[config.mk]
export PLATFORM = sky130hd
export DESIGN_NAME = payment_sequencer
export DESIGN_NICKNAME = d
export VERILOG_FILES = /design/src/rtl/payment_pkg.sv /design/src/rtl/payment_timer.sv /design/src/rtl/payment_sequencer.sv
export SDC_FILE = /design/constraint.sdc
export NUM_CORES = 1
export LEC_CHECK = 0
export BUFFER_PORTS_ARGS = -buffer_cell sky130_fd_sc_hd__buf_2
export CAP_MARGIN = 20
export CORE_MARGIN = 2
export CORE_UTILIZATION = 25
export CTS_CLUSTER_SIZE = 16
export DETAILED_ROUTE_END_ITERATION = 7
export PLACE_DENSITY = 0.47
export SYNTH_ARGS = -nofsm -noshare
export SYNTH_HDL_FRONTEND = slang
export SYNTH_SLANG_ARGS = --single-unit
export TNS_END_PERCENT = 100
[constraint.sdc]
create_clock -name clock -period 4.4 [get_ports clock]
set_input_delay 0 -clock clock [delete_from_list [all_inputs] [get_ports clock]]
set_output_delay 0 -clock clock [all_outputs]
set_load 0.05 [all_outputs]
[src/rtl/payment_pkg.sv]
// rtl/payment_pkg.sv - shared types and constants for the payment sequencer
package payment_pkg;

   localparam int MONEY_W  = 5;
   localparam int CREDIT_W = 6;

   typedef enum logic [2:0] {
      ST_IDLE     = 3'b000,
      ST_COLLECT  = 3'b001,
      ST_VALIDATE = 3'b010,
      ST_CHANGE   = 3'b011,
      ST_REFUND   = 3'b100
   } state_t;

   localparam logic [MONEY_W-1:0] DENOM_10 = 5'd10;
   localparam logic [MONEY_W-1:0] DENOM_20 = 5'd20;
   localparam logic [MONEY_W-1:0] DENOM_30 = 5'd30;

   // True when the inserted item is one of the accepted denominations.
   function automatic logic is_denom(input logic [MONEY_W-1:0] value);
      return (value == DENOM_10) || (value == DENOM_20) || (value == DENOM_30);
   endfunction

endpackage

[src/rtl/payment_timer.sv]
// rtl/payment_timer.sv - inactivity counter with clear, increment and expire
module payment_timer #(
   parameter int TIMEOUT_CYCLES = 1000
) (
   input  logic clock,
   input  logic reset,
   input  logic clear,
   input  logic inc,
   output logic expire
);

   localparam int W = $clog2(TIMEOUT_CYCLES);
   localparam logic [W-1:0] LAST = W'(TIMEOUT_CYCLES - 1);

   logic [W-1:0] count;

   // Clear has priority over increment; the count never runs past LAST
   // because the sequencer leaves COLLECT on the cycle expire is seen.
   always_ff @(posedge clock or posedge reset) begin
      if (reset) begin
         count <= '0;
      end else if (clear) begin
         count <= '0;
      end else if (inc) begin
         count <= count + 1'b1;
      end
   end

   assign expire = (count == LAST);

endmodule

[src/rtl/payment_sequencer.sv]
// rtl/payment_sequencer.sv - checkout payment FSM with credit and change
module payment_sequencer
   import payment_pkg::*;
#(
   parameter int TIMEOUT_CYCLES = 1000
) (
   input  logic       clock,
   input  logic       reset,
   input  logic       start,
   input  logic [4:0] price,
   input  logic       money_valid,
   input  logic [4:0] money,
   input  logic       cancel,
   output logic       busy,
   output logic       accepted,
   output logic       rejected,
   output logic       change_valid,
   output logic [4:0] change,
   output logic       paid,
   output logic       refunded,
   output logic [4:0] credit,
   output logic [2:0] state
);

   state_t state_q, state_d;

   logic [MONEY_W-1:0]  price_q, price_d;
   logic [MONEY_W-1:0]  coin_q, coin_d;
   logic [MONEY_W-1:0]  pend_q, pend_d;
   logic [MONEY_W-1:0]  credit_d;
   logic [MONEY_W-1:0]  change_d;
   logic [CREDIT_W-1:0] sum;
   logic                accepted_d, rejected_d, change_valid_d, paid_d, refunded_d;
   logic                tmr_clear, tmr_inc, tmr_expire;

   // Credit plus coin fits six bits: credit is below price (<=30) and coin <=30.
   assign sum = {1'b0, credit} + {1'b0, coin_q};

   payment_timer #(
      .TIMEOUT_CYCLES(TIMEOUT_CYCLES)
   ) u_timer (
      .clock (clock),
      .reset (reset),
      .clear (tmr_clear),
      .inc   (tmr_inc),
      .expire(tmr_expire)
   );

   // Next-state and next-output decode; every output is registered below.
   always_comb begin
      state_d        = state_q;
      price_d        = price_q;
      coin_d         = coin_q;
      pend_d         = pend_q;
      credit_d       = credit;
      change_d       = change;
      accepted_d     = 1'b0;
      rejected_d     = 1'b0;
      change_valid_d = 1'b0;
      paid_d         = 1'b0;
      refunded_d     = 1'b0;
      tmr_clear      = 1'b0;
      tmr_inc        = 1'b0;

      case (state_q)
         ST_IDLE: begin
            if (start && (price != '0)) begin
               price_d   = price;
               credit_d  = '0;
               tmr_clear = 1'b1;
               state_d   = ST_COLLECT;
            end
         end

         ST_COLLECT: begin
            if (cancel) begin
               rejected_d = money_valid;
               state_d    = ST_REFUND;
            end else if (money_valid) begin
               coin_d    = money;
               tmr_clear = 1'b1;
               state_d   = ST_VALIDATE;
            end else if (tmr_expire) begin
               state_d = ST_REFUND;
            end else begin
               tmr_inc = 1'b1;
            end
         end

         ST_VALIDATE: begin
            state_d = ST_COLLECT;
            if (is_denom(coin_q)) begin
               accepted_d = 1'b1;
               if (sum >= {1'b0, price_q}) begin
                  // Change is at most 29, so the low five bits are exact.
                  pend_d  = sum[MONEY_W-1:0] - price_q;
                  state_d = ST_CHANGE;
               end else begin
                  credit_d = sum[MONEY_W-1:0];
               end
            end else begin
               rejected_d = 1'b1;
            end
         end

         ST_CHANGE: begin
            change_d       = pend_q;
            change_valid_d = 1'b1;
            paid_d         = 1'b1;
            credit_d       = '0;
            state_d        = ST_IDLE;
         end

         ST_REFUND: begin
            change_d       = credit;
            change_valid_d = 1'b1;
            refunded_d     = 1'b1;
            credit_d       = '0;
            state_d        = ST_IDLE;
         end

         default: begin
            state_d = ST_IDLE;
         end
      endcase
   end

   // State and output registers; busy follows the state one cycle later.
   always_ff @(posedge clock or posedge reset) begin
      if (reset) begin
         state_q      <= ST_IDLE;
         price_q      <= '0;
         coin_q       <= '0;
         pend_q       <= '0;
         busy         <= 1'b0;
         accepted     <= 1'b0;
         rejected     <= 1'b0;
         change_valid <= 1'b0;
         change       <= '0;
         paid         <= 1'b0;
         refunded     <= 1'b0;
         credit       <= '0;
      end else begin
         state_q      <= state_d;
         price_q      <= price_d;
         coin_q       <= coin_d;
         pend_q       <= pend_d;
         busy         <= (state_q != ST_IDLE);
         accepted     <= accepted_d;
         rejected     <= rejected_d;
         change_valid <= change_valid_d;
         change       <= change_d;
         paid         <= paid_d;
         refunded     <= refunded_d;
         credit       <= credit_d;
      end
   end

   assign state = state_q;

endmodule

* Word level (Yosys, flattened, before mapping)
Cells that the tools add are included.
Storage, ports and cells: bits of input ports 15, memory bits (writable) 0, register bits after elaboration 44, memories 0, bits in read-only memories 0, word-level logic and storage cells 75, output and inout bits 19, latch bits 0
Operators by class: order comparisons 1, equal/unequal tests 12, mux-type cells 30, multipliers 0, add/sub/neg operators 3, divide/modulo/power cells 0, reductions and logical operators 15, bitwise gates (word level) 1, shift-type cells 0
Operators by type and width (count):
- 10-bit 2-to-1 mux | 2
- 5-bit 2-to-1 mux | 3
- 5-bit case mux with 3 select lines | 1
- 1-bit 2-to-1 mux | 14
- 3-bit 2-to-1 mux | 4
- 10-bit by 1-bit adder with 10-bit output, second input constant | 1
- 10-bit == test, second input constant | 1
- 5-bit == test, second input constant | 2
- 5-bit case mux with 2 select lines | 1
- 3-bit case mux with 3 select lines | 1
- 5-bit by 5-bit adder with 6-bit output | 1
- 3-bit by 2-bit == test with 1-bit output, second input constant | 2
- 6-bit by 5-bit greater-or-equal comparator with 1-bit output | 1
- 2-bit inequality test, second input constant | 3
- 3-bit AND reduction | 2
- 3-bit nonzero test | 2
- 5-bit by 4-bit == test with 1-bit output, second input constant | 1
- 5-bit nonzero test | 1
- 5-bit subtractor | 1
- 2-bit 2-to-1 mux | 2
- 4-bit inequality test, second input constant | 1
- 1-bit case mux with 2 select lines | 2
- 2-bit AND reduction | 2
- 4-bit AND reduction | 1
- 8 further kinds | 10

* Longest topological paths before layout
depth in word-level cells 7, depth in mapped cells 10, gate-level depth less buffers 10

* Cells and area by module
Synthesis repeated with hierarchy kept, for this count alone.
Second synthesis, totals: cell total of the unflattened synthesis 211, area, all modules 2299.7 um^2
Modules (own cells, without submodules):
- payment_sequencer | area an instance 1781.7 um^2, instances 1, cells each 159, seq. area each 850.8 um^2
- payment_timer | area an instance 518.0 um^2, instances 1, cells each 52, seq. area each 250.2 um^2

* Worst setup path before layout
No wires, ideal clock.
path kind register -> register, from register credit[0], to register pend_q[1], slack 1.193 ns, clock period less this slack 3.207 ns, setup time 0.125 ns, required time 4.275 ns, stages on the path, launching flop included 9, buffers on the path 0, arrival 3.082 ns, cell sequence dfrtp_1 -> ha_1 -> fa_1 -> fa_1 -> a211oi_1 -> nor2_2 -> nor4_4 -> nor3_4 -> mux2_4
Between the ends: word-level cells in the longest chain between the ends 3, elaborated cells on any way between the ends 4, classes of those cells add/sub (2); order compare (1); reduce/logical (1)
Ends and longest elaborated chain:
- from (decl) | line payment_sequencer.sv:21 | output logic [4:0] credit,
- from (signal assigned) | line payment_sequencer.sv:155 | credit <= credit_d;
- 5-bit by 5-bit adder with 6-bit output (*) | line payment_sequencer.sv:37 | assign sum = {1'b0, credit} + {1'b0, coin_q};
- 6-bit by 5-bit greater-or-equal comparator with 1-bit output | line payment_sequencer.sv:94 | if (sum >= {1'b0, price_q}) begin
- 3-bit AND reduction (no source line)
- to (signal assigned) | line payment_sequencer.sv:147 | pend_q <= pend_d;
- to (decl) | line payment_sequencer.sv:29 | logic [MONEY_W-1:0] pend_q, pend_d;
Every way passes the cells marked *; elsewhere a longest branch is shown, timed or not. A chain may end at the register's enable or synchronous reset.

* Final worst setup path
Ends and elaborated chain as after synthesis.

==> impl_metrics.py <==
metrics = {
    "flow_run": {
        "maxCapViolCount": 0,
    },
    "floorplan": {
        "die_y_um": 101,
        "rows": 35,
        "start_util_pct": 25.6,
        "ios": 34,
        "core_mm2": 0.00920,
        "die-area_mm2": 0.0102,
        "die_w_um": 101,
    },
    "cells_and_area": {
        "num-nets-final": 296,
        "layout_common_cells": "dfrtp_1 (44), buf_2 (33), nor2_1 (19)",
        "post-route-util_pct": 31.7,
        "seq_area_mm2": 0.00110,
        "layout-drive-gt1-share_pct": 24.3,
        "syn_to_final_growth_pct": 23.7,
        "final_common_cell": "dfrtp_1",
        "multiInputGateArea_mm2": 0.00118,
        "fillers": 953,
        "antenna_cells": 0,
    },
    "timing": {
        "grt_setup_unrepaired": "no",
        "hold_viol": 0,
        "setup_viol": 0,
        "maxSlewHeadroom_pct": 61.0,
        "slew_violations": 0,
        "max_freq_mhz": 306,
        "holdWs_ns": 0.0288,
        "fin_crit_sh_pct": 74.3,
        "post-route-min-period_ns": 3.27,
        "tns_ns": 0,
        "setup_ws_ns": 1.13,
        "skew_ns": 0.00920,
        "worstMarginPinSlew_ns": 0.581,
    },
    "synth": {
        "syn_area_per_cell_um2": 10.8,
        "ys_seq_elements": 44,
        "synth_seq_area_share_pct": 46.7,
        "synthAdderAreaFrac_pct": 8.06,
        "synth-compound-area-share_pct": 8.28,
        "yosys_warnings": 0,
        "synth.net_count": 248,
        "yosys.area_share.simple_pct": 18.3,
        "syn_area_mm2": 0.00236,
        "synth.distinct_cells": 48,
        "synth_xor_area_share_pct": 5.20,
        "muxShareOfSynthArea_pct": 10.3,
        "synth_edf_count": 0,
        "synth-main-ff-cell": "dfrtp_1",
        "synth_top_family_by_area": "simple AND/OR/NAND/NOR gates",
        "async_flop_share_pct": 100,
        "syn_inst": 219,
    },
    "setup_path": {
        "path_max_fanout": 9,
        "critical-path-max-stage-delay_ns": 0.58,
        "start_kind": "register",
        "critical_path_class": "register to register",
        "critPathMostFrequentCell": "ha_1",
        "cp_data_arrival_time_ns": 3.45,
        "crit_family": "adder cells",
        "critPathCaptureType": "register",
        "crit_buf_inv": 0,
        "cp_cell_sequence": "ha_1 > fa_1 > xor2_1 > ha_1 > a211oi_1 > nor2_2 > nor4_4 > nor3_4 > mux2_4",
        "worstPathRequired_ns": 4.58,
        "crit_slowest_cell": "nor4_4",
    },
    "global_route": {
        "grt_pass1_vias": 1719,
        "antenna_found_initial": 0,
        "gr-total-overflow": 0,
        "grt_first_pass_wirelength_um": 8870,
        "grt_max_degree": 45,
        "grtUsageTotal_pct": 11.1,
    },
    "clocking": {
        "cts_tree": "done",
        "htreeDepth": 2,
        "insertion_delay_ns": 0.29,
        "clk_path_buf_depth": 2,
        "clk_pin_slew_ns": 0.09,
        "numCtsBuffers": 5,
        "cts_sinks": 44,
        "cts_setup_buffers": 0,
        "cts-root-buf": "clkbuf_8",
    },
    "drt": {
        "vias": 1690,
        "viasPerCell": 4.47,
        "drt_first_pass_iters": 4,
        "drc": 0,
        "drt-initial-drc-count": 93,
        "avgRoutedWirePerCell_um": 14.1,
        "wl_um": 5310,
        "final_antenna_net_count": 0,
    },
    "placed_design": {
        "dpl.hpwl_um": 3960,
        "port_buffers": 33,
        "dp_slack_ns": 1.17,
        "gp_congestion": 0.844,
    },
    "power_and_ir_drop": {
        "max-vdd-ir-drop_mv": 0.258,
        "p_per_area_mw_per_mm2": 605,
        "power_leakage_uw": 0.00139,
    },
    "worst_hold_path": {
        "hp-class": "input port to register",
    },
    "status": {
        "status": "finished, final reports clean",
    },
}
==> path summary, 6_finish.rpt <==
| check | cells past startpoint | to | slack (ns) | from |
|---|---|---|---|---|
| worst max register to register | 9 | pend_q[1] | 1.13 | credit[0] |
| worst min register to register | 1 | price_q[4] | 0.52 | price_q[4] |
| min in group asynchronous | 3 | u_timer.count[1] | 0.28 | reset |
| max in group asynchronous | 4 | credit[3] | 3.62 | reset |
| worst min-delay path | 3 | rejected | 0.03 | cancel |
| worst max-delay path | 9 | pend_q[1] | 1.13 | credit[0] |
==> registers in the layout, indices dropped and copies added (netlist names) <==
name / count
change_valid: 1
price_q: 5
u_timer.count: 10
accepted: 1
rejected: 1
coin_q: 5
paid: 1
pend_q: 5
change: 5
refunded: 1
credit: 5
state: 3
busy: 1
==> where the power goes <==
group / internal (uW) / total, uW / leakage (uW) / switching [uW]
Clock: 224 / 360 / 0.0000642 / 137
Combinational: 321 / 797 / 0.000743 / 476
Sequential: 502 / 609 / 0.000586 / 107
==> layout make-up <==
class	instances	area share, %
clock buffer	5	2.36
clock inverter	2	2.06
inverter	15	1.93
multi-input combinational	155	40.5
sequential	44	37.7
tap	111	4.76
timing repair buffer	46	10.6
==> layer usage <==
| metal | vias up | share of wire, % | global-route usage (%) |
|---|---|---|---|
| li1 | 865 | - | - |
| met1 | 779 | 49 | 15.2 |
| met2 | 44 | 45 | 17.8 |
| met3 | 2 | 5.7 | 2.55 |
| met4 | 0 | 0.32 | 2.49 |
| met5 | - | 0 | 0 |
==> stage by stage <==
stage	power [uW]	std cells	cell area (um^2)
after global routing	1900	378	2920
after CTS	1780	377	2890
final	1770	378	2920
after global placement	1410	359	2650
after floorplan	1220	219	2360
after detailed placement	1400	359	2650
==> Yosys cell counts, drive strengths merged (2+ instances only) <==
cell	instances	area, um^2
a211oi	2	15.0
a21o	4	31.3
a21oi	3	15.0
and2	2	13.8
and3	2	12.5
clkbuf	4	15.0
dfrtp	44	1100
fa	2	40.0
ha	12	150
inv	15	56.3
mux2	14	173
mux2i	7	70.1
nand2	18	67.6
nand2b	2	12.5
nand3	5	25.0
nand4	9	56.3
nor2	20	77.6
nor2b	2	12.5
nor3	2	21.3
nor4	2	27.5
nor4b	2	30.0
o21ai	14	70.1
xnor2	8	70.1
xor2	6	52.6
==> timing repair <==
item,CTS,global route
gates resized for setup,0,0
hold buffers,11,0
endpoints found under the hold margin,54,0
==> worst register-to-register path, delay by kind of cell (launching register included) <==
kind | cells | cell delay (ns)
adders and majority gates | 3 | 0.98
and+or+nand+nor | 3 | 0.83
DFF | 1 | 0.43
AOI/OAI and AO/OA | 1 | 0.32
muxes | 1 | 0.32
xor gates and xnor gates | 1 | 0.28
==> logic make-up after synthesis <==
group | after synthesis
mux | 21
fa+ha+maj | 14
simple gates | 75
flops | 44
xor+xnor | 14
compound gates | 31
buf+inv | 20
(Power assumes the default switching activity.)
